--- config.mk ---
export PLATFORM = sky130hd
export DESIGN_NAME = spi_dual_arbiter
export DESIGN_NICKNAME = d
export VERILOG_FILES = /design/src/rtl/spi_dual_arbiter.sv
export SDC_FILE = /design/constraint.sdc
export NUM_CORES = 1
export LEC_CHECK = 0
export ABC_AREA = 1
export CAP_MARGIN = 0
export CORE_ASPECT_RATIO = 1.75
export CORE_MARGIN = 2
export CORE_UTILIZATION = 57
export CTS_BUF_LIST = sky130_fd_sc_hd__clkbuf_4
export DETAILED_ROUTE_END_ITERATION = 7
export PLACE_DENSITY_LB_ADDON = 0.15
export RECOVER_POWER = 100
export SETUP_SLACK_MARGIN = 0.3
export SLEW_MARGIN = 20
export SYNTH_ARGS = -nofsm -noshare
export SYNTH_HDL_FRONTEND = slang
export SYNTH_SLANG_ARGS = --single-unit
export TNS_END_PERCENT = 100
--- constraint.sdc ---
create_clock -name clk -period 3.2 [get_ports clk]
set_input_delay 0.48 -clock clk [delete_from_list [all_inputs] [get_ports clk]]
set_output_delay 0.48 -clock clk [all_outputs]
set_load 0.02 [all_outputs]
--- src/rtl/spi_dual_arbiter.sv ---
// Two-requester SPI master: round-robin grant, mode-0 transfer of DATA_W bits MSB first,
// with chip-select setup, hold and inter-transfer gap.
module spi_dual_arbiter #(
  parameter int unsigned DATA_W  = 16,
  parameter int unsigned CLK_DIV = 4,
  parameter int unsigned CS_GAP  = 2
) (
  input  logic              clk,
  input  logic              rst,
  input  logic              req0_i,
  input  logic              req1_i,
  input  logic [DATA_W-1:0] tx0_i,
  input  logic [DATA_W-1:0] tx1_i,
  output logic              ack0_o,
  output logic              ack1_o,
  output logic              done0_o,
  output logic              done1_o,
  output logic [DATA_W-1:0] rx0_o,
  output logic [DATA_W-1:0] rx1_o,
  output logic              busy_o,
  output logic [1:0]        cs,
  output logic              SPI_CSN,
  output logic              SPI_CLK,
  output logic              SPI_MOSI,
  input  logic              SPI_MISO
);
  localparam int unsigned    HalfW    = $clog2(2 * DATA_W);
  localparam logic [HalfW-1:0] LastHalf = HalfW'(2 * DATA_W - 1);
  localparam logic [7:0]     DivLast  = 8'(CLK_DIV - 1);
  localparam logic [7:0]     GapLast  = 8'(CS_GAP - 1);

  typedef enum logic [2:0] {StIdle, StSetup, StShift, StHold, StGap} state_e;

  state_e            state_q, state_d;
  logic [7:0]        cnt_q, cnt_d;
  logic [HalfW-1:0]  half_q, half_d;
  logic [DATA_W-1:0] tx_sh_q, tx_sh_d, rx_sh_q, rx_sh_d;
  logic [DATA_W-1:0] rx0_q, rx0_d, rx1_q, rx1_d;
  logic              gnt_q, gnt_d, last_q, last_d, rst_q;
  logic              sclk_q, sclk_d, mosi_q, mosi_d, csn_q, csn_d;
  logic [1:0]        cs_q, cs_d;
  logic              done0_q, done0_d, done1_q, done1_d;
  logic              grant_en, grant_sel;

  // No grant in the first cycle after reset; a lone request wins, contention alternates.
  always_comb begin
    grant_en  = (state_q == StIdle) && !rst && !rst_q && (req0_i || req1_i);
    grant_sel = (req0_i && req1_i) ? ~last_q : req1_i;
  end

  always_comb begin
    state_d = state_q;
    cnt_d   = cnt_q;
    half_d  = half_q;
    tx_sh_d = tx_sh_q;
    rx_sh_d = rx_sh_q;
    rx0_d   = rx0_q;
    rx1_d   = rx1_q;
    gnt_d   = gnt_q;
    last_d  = last_q;
    sclk_d  = sclk_q;
    mosi_d  = mosi_q;
    csn_d   = csn_q;
    cs_d    = cs_q;
    done0_d = 1'b0;
    done1_d = 1'b0;
    unique case (state_q)
      StIdle: begin
        if (grant_en) begin
          state_d = StSetup;
          cnt_d   = DivLast;
          gnt_d   = grant_sel;
          last_d  = grant_sel;
          tx_sh_d = grant_sel ? tx1_i : tx0_i;
          mosi_d  = grant_sel ? tx1_i[DATA_W-1] : tx0_i[DATA_W-1];
          csn_d   = 1'b0;
          cs_d    = grant_sel ? 2'b01 : 2'b10;
        end
      end
      StSetup: begin
        if (cnt_q == '0) begin
          // Entering SHIFT is the first rising SCLK edge.
          state_d = StShift;
          cnt_d   = DivLast;
          half_d  = '0;
          sclk_d  = 1'b1;
          rx_sh_d = {rx_sh_q[DATA_W-2:0], SPI_MISO};
        end else begin
          cnt_d = cnt_q - 8'd1;
        end
      end
      StShift: begin
        if (cnt_q == '0) begin
          cnt_d = DivLast;
          if (half_q == LastHalf) begin
            state_d = StHold;
            sclk_d  = 1'b0;
          end else begin
            half_d = half_q + 1'b1;
            sclk_d = ~sclk_q;
            if (!sclk_q) begin
              rx_sh_d = {rx_sh_q[DATA_W-2:0], SPI_MISO};
            end else begin
              tx_sh_d = tx_sh_q << 1;
              mosi_d  = tx_sh_q[DATA_W-2];
            end
          end
        end else begin
          cnt_d = cnt_q - 8'd1;
        end
      end
      StHold: begin
        if (cnt_q == '0) begin
          state_d = StGap;
          cnt_d   = GapLast;
          csn_d   = 1'b1;
          cs_d    = 2'b11;
          mosi_d  = 1'b0;
          if (gnt_q) begin
            rx1_d   = rx_sh_q;
            done1_d = 1'b1;
          end else begin
            rx0_d   = rx_sh_q;
            done0_d = 1'b1;
          end
        end else begin
          cnt_d = cnt_q - 8'd1;
        end
      end
      StGap: begin
        if (cnt_q == '0) state_d = StIdle;
        else             cnt_d   = cnt_q - 8'd1;
      end
      default: state_d = StIdle;
    endcase
  end

  always_ff @(posedge clk) begin
    rst_q <= rst;
  end

  always_ff @(posedge clk) begin
    if (rst) begin
      state_q <= StIdle;
      cnt_q   <= '0;
      half_q  <= '0;
      tx_sh_q <= '0;
      rx_sh_q <= '0;
      rx0_q   <= '0;
      rx1_q   <= '0;
      gnt_q   <= 1'b0;
      last_q  <= 1'b1;
      sclk_q  <= 1'b0;
      mosi_q  <= 1'b0;
      csn_q   <= 1'b1;
      cs_q    <= 2'b11;
      done0_q <= 1'b0;
      done1_q <= 1'b0;
    end else begin
      state_q <= state_d;
      cnt_q   <= cnt_d;
      half_q  <= half_d;
      tx_sh_q <= tx_sh_d;
      rx_sh_q <= rx_sh_d;
      rx0_q   <= rx0_d;
      rx1_q   <= rx1_d;
      gnt_q   <= gnt_d;
      last_q  <= last_d;
      sclk_q  <= sclk_d;
      mosi_q  <= mosi_d;
      csn_q   <= csn_d;
      cs_q    <= cs_d;
      done0_q <= done0_d;
      done1_q <= done1_d;
    end
  end

  assign ack0_o   = grant_en & ~grant_sel;
  assign ack1_o   = grant_en & grant_sel;
  assign done0_o  = done0_q & ~rst;
  assign done1_o  = done1_q & ~rst;
  assign busy_o   = (state_q != StIdle) & ~rst;
  assign rx0_o    = rx0_q;
  assign rx1_o    = rx1_q;
  assign cs       = cs_q;
  assign SPI_CSN  = csn_q;
  assign SPI_CLK  = sclk_q;
  assign SPI_MOSI = mosi_q;

endmodule

==> metrics.cfg <==
[floorplan]
die-width_um = 66.6
start_util_pct = 59.3
top_level_ports = 79
fp.dieArea_mm2 = 0.00755
num_rows = 39
area_inside_the_core_boundary_mm2 = 0.00659
floorplan.die.height_um = 113

[logic_synthesis]
number_of_synthesized_flops_with_an_enable_pin = 0
synth_top_area_share_pct = 45.6
synth_warnings = 0
synth_top_flop_cell = dfxtp_1
synth_xor_xnor_area_share_pct = 0
synth_area_mm2 = 0.00390
synth.most_common_cell = nand2_1
post-synth-top-area-cell = dfxtp_1
synth_sequential_area_ratio_pct = 45.6
synth_area_leaders = dfxtp_1 46%, nand2_1 9.5%, a21oi_1 9.5%, o21ai_0 7.4%, nor2_1 5.0%
yosys.area_share.simple_pct = 23.8
synth_cells = 532
synth_top_family_by_area = simple AND/OR/NAND/NOR gates
syn_nets = 573
synth_compound_area_share_pct = 20.6
synth.avg_cell_area_um2 = 7.34
synth.area.mux_share_pct = 0
async_flop_share_pct = 0
synth-seq-cells = 89
synth_fa_ha_area_share_pct = 1.28
synthDistinctLibCells = 30
synth_top_cells_by_count = 99 x nand2_1, 89 x dfxtp_1, 74 x a21oi_1, 58 x o21ai_0, 52 x nor2_1

[global_route]
grt_first_pass_wirelength_um = 14600
first_global_vias = 3428
grt-ovfl-total = 0
antenna_found_initial = 0
maximum_number_of_pins_on_one_net_before_global_route_repair = 55
tot_gr_track_use_pct = 24.8

[cts]
post_cts_setup_repair_bufs = 0
holdBufCountCts = 0
cts_made_buffers = 9
clock_insertion_delay_worst_skew_ns = 0.45
clock_tree.buffer_depth = 2
path_clk_slew_ns = 0.13
tritoncts = done
clkSinkCount = 89
cts_htree_levels = 3
cts-root-buf = clkbuf_4
post_cts_resized = 0

[placement]
port-buffer-count = 78
routabilityCongestion = 0.865
dpl.hpwl_um = 6310
place_area_mm2 = 0.00468
place.detailed.instances = 671

[pwr]
power-per-cell-area_mw_per_mm2 = 782
netSwitchingPower_mw = 1.60
share_comb_of_total_power_pct = 42.9
leakage_nw = 2.04
vdd_drop_max_uv = 521
power_frac_clock_pct = 16.9
p_int_mw = 2.15
seq_power_share_pct = 40.3
switching_share_pct = 42.6

[cells_and_area]
area.growth.synth_to_final_pct = 22.7
antenna-diode-count = 0
layout-drive-gt1-share_pct = 6.94
layoutNonFillerInstCount = 687
finalNetCount = 641
finalCoreUtilization_pct = 72.7
post-route-cell-area_mm2 = 0.00479

[setup_path]
data_arrival_time_of_the_critical_path_ns = 2.32
crit-reg2reg-launch = cnt_q[0]
r2r_cells = 8
maximum_fanout_encountered_on_the_critical_timing_path = 7
required_ns = 2.72
worstSetupEndpointType = output pin
timing_worst_setup_path_type = flop to output pin
worst_path_largest_cell_delay_ns = 0.68
timing.critical_path.from_type = flop
minimum_setup_slack_among_reg_to_reg_paths_ns = 0.66
crit-reg2reg-capture = rx0_o[7]
worstPathBufferInverterCount = 2
timing.critical_path.slowest_stage_cell = clkdlybuf4s50_1
cp_top_family = buffers and inverters
crit_path_cell_trace = inv_2 > nand2_2 > nor2_2 > nand3_1 > nor2_1 > clkdlybuf4s50_1

[sta]
finalMaxSlewViolations = 0
relative_slew_slack_pct = 53.9
setup-violations-final = 0
timing.final.crit_share_pct = 87.6
post-route-min-period_ns = 2.80
finalHoldViolCount = 0
timing.hold.ws_ns = 0.475
achievable-frequency_mhz = 357
finClkSkew_ns = 0.0143
grt_setup_unrepaired = false
setup-tns-final_ns = 0
slew_of_the_pin_with_the_lowest_slew_margin_ns = 0.690

[routing]
drcViolationCount = 0
route.met3.wl_um = 494
route.met2.wl_um = 4560
antenna_left = 0
num_vias = 3618
drt_pass1_iterations = 4
routedLengthMet1_um = 3600
drtIter0Drc = 184
routedWlPerCell_um = 12.9
total_detailed_routing_wirelength_um = 8870
highest-signal-layer = met4
route.detailed.vias_per_inst = 5.27

[flow_run]
max_cap_violations = 0

[worst_hold_path]
worstHoldEndpoint = tx_sh_q[0]
hold_path_startpoint = tx_sh_q[0]
holdCritPathClass = flop to flop
worst_hold_path.num_cells = 2

[run_status]
result_of_the_run = finished, final reports clean

registers in the layout (all words and copies together), names as in the netlist, 2 cells and up:
name / flops
state_q: 3
cs: 2
rx_sh_q: 16
rx0_o: 16
rx1_o: 16
cnt_q: 8
tx_sh_q: 15
half_q: 5
tightest hold or removal path, stage by stage (launching register included):
cell     delay [ns]
dfxtp_1        0.32
inv_1          0.08
a21oi_2        0.05
how the worst max path moves through the flow:
stage / to / depth (start not counted) / from / slack [ns]
2_1_floorplan: ack0_o / 4 / req1_i / 1.54
3_3_place_gp: ack0_o / 6 / req0_i / 0.58
3_5_place_dp: ack0_o / 6 / req0_i / 0.58
4_1_cts: ack0_o / 6 / state_q[0] / 0.47
5_1_grt: ack0_o / 6 / state_q[0] / 0.20
6_report: ack0_o / 6 / state_q[0] / 0.40
through the flow:
stage	total power, mW	worst slack [ns]
floorplan	2.83	1.54
global placement	3.19	0.579
detailed placement	3.23	0.577
CTS	3.86	0.467
global route	4.07	0.201
finish	3.74	0.396
cells by family after synthesis:
kind of cell	count (synthesis)
compound gates	155
fa+ha+maj	4
buf+inv	78
flops	89
simple gates	206
per-layer routing:
layer / up-vias / track usage (%)
met4: 0 / 10.2
met1: 1626 / 26.0
li1: 1889 / -
met3: 14 / 7.79
met2: 89 / 44.3
met5: - / 0
power groups by stage:
stage / registers, mW / clock network, mW / logic (mW)
global route: 1.54 / 0.700 / 1.82
CTS: 1.51 / 0.644 / 1.71
detailed placement: 1.53 / 0 / 1.70
floorplan: 1.54 / 0 / 1.28
finish: 1.51 / 0.632 / 1.60
global placement: 1.52 / 0 / 1.67
final cells by class:
cell class,count,area (um^2)
fillers,554,1800
flip-flops and latches,89,1780
multi-input cells,365,1740
repair buffers,84,826
inverters,51,191
well taps,82,103
clock buffers,10,75.1
clock inverters,6,67.6
cell usage in the layout (no fill, tap or decap), types with 7 or more instances in the layout:
master | synthesis | layout
a21oi_1 | 74 | 74
nor2_1 | 52 | 54
clkdlybuf4s50_1 | 0 | 37
dlygate4sd3_1 | 0 | 41
a31oi_1 | 13 | 13
nand2_1 | 99 | 101
dfxtp_1 | 89 | 89
nand3_1 | 25 | 26
nor2_2 | 8 | 7
o21ai_0 | 58 | 63
inv_1 | 48 | 48
clkbuf_4 | 0 | 11
No activity file was read; power rests on OpenSTA's default activity.
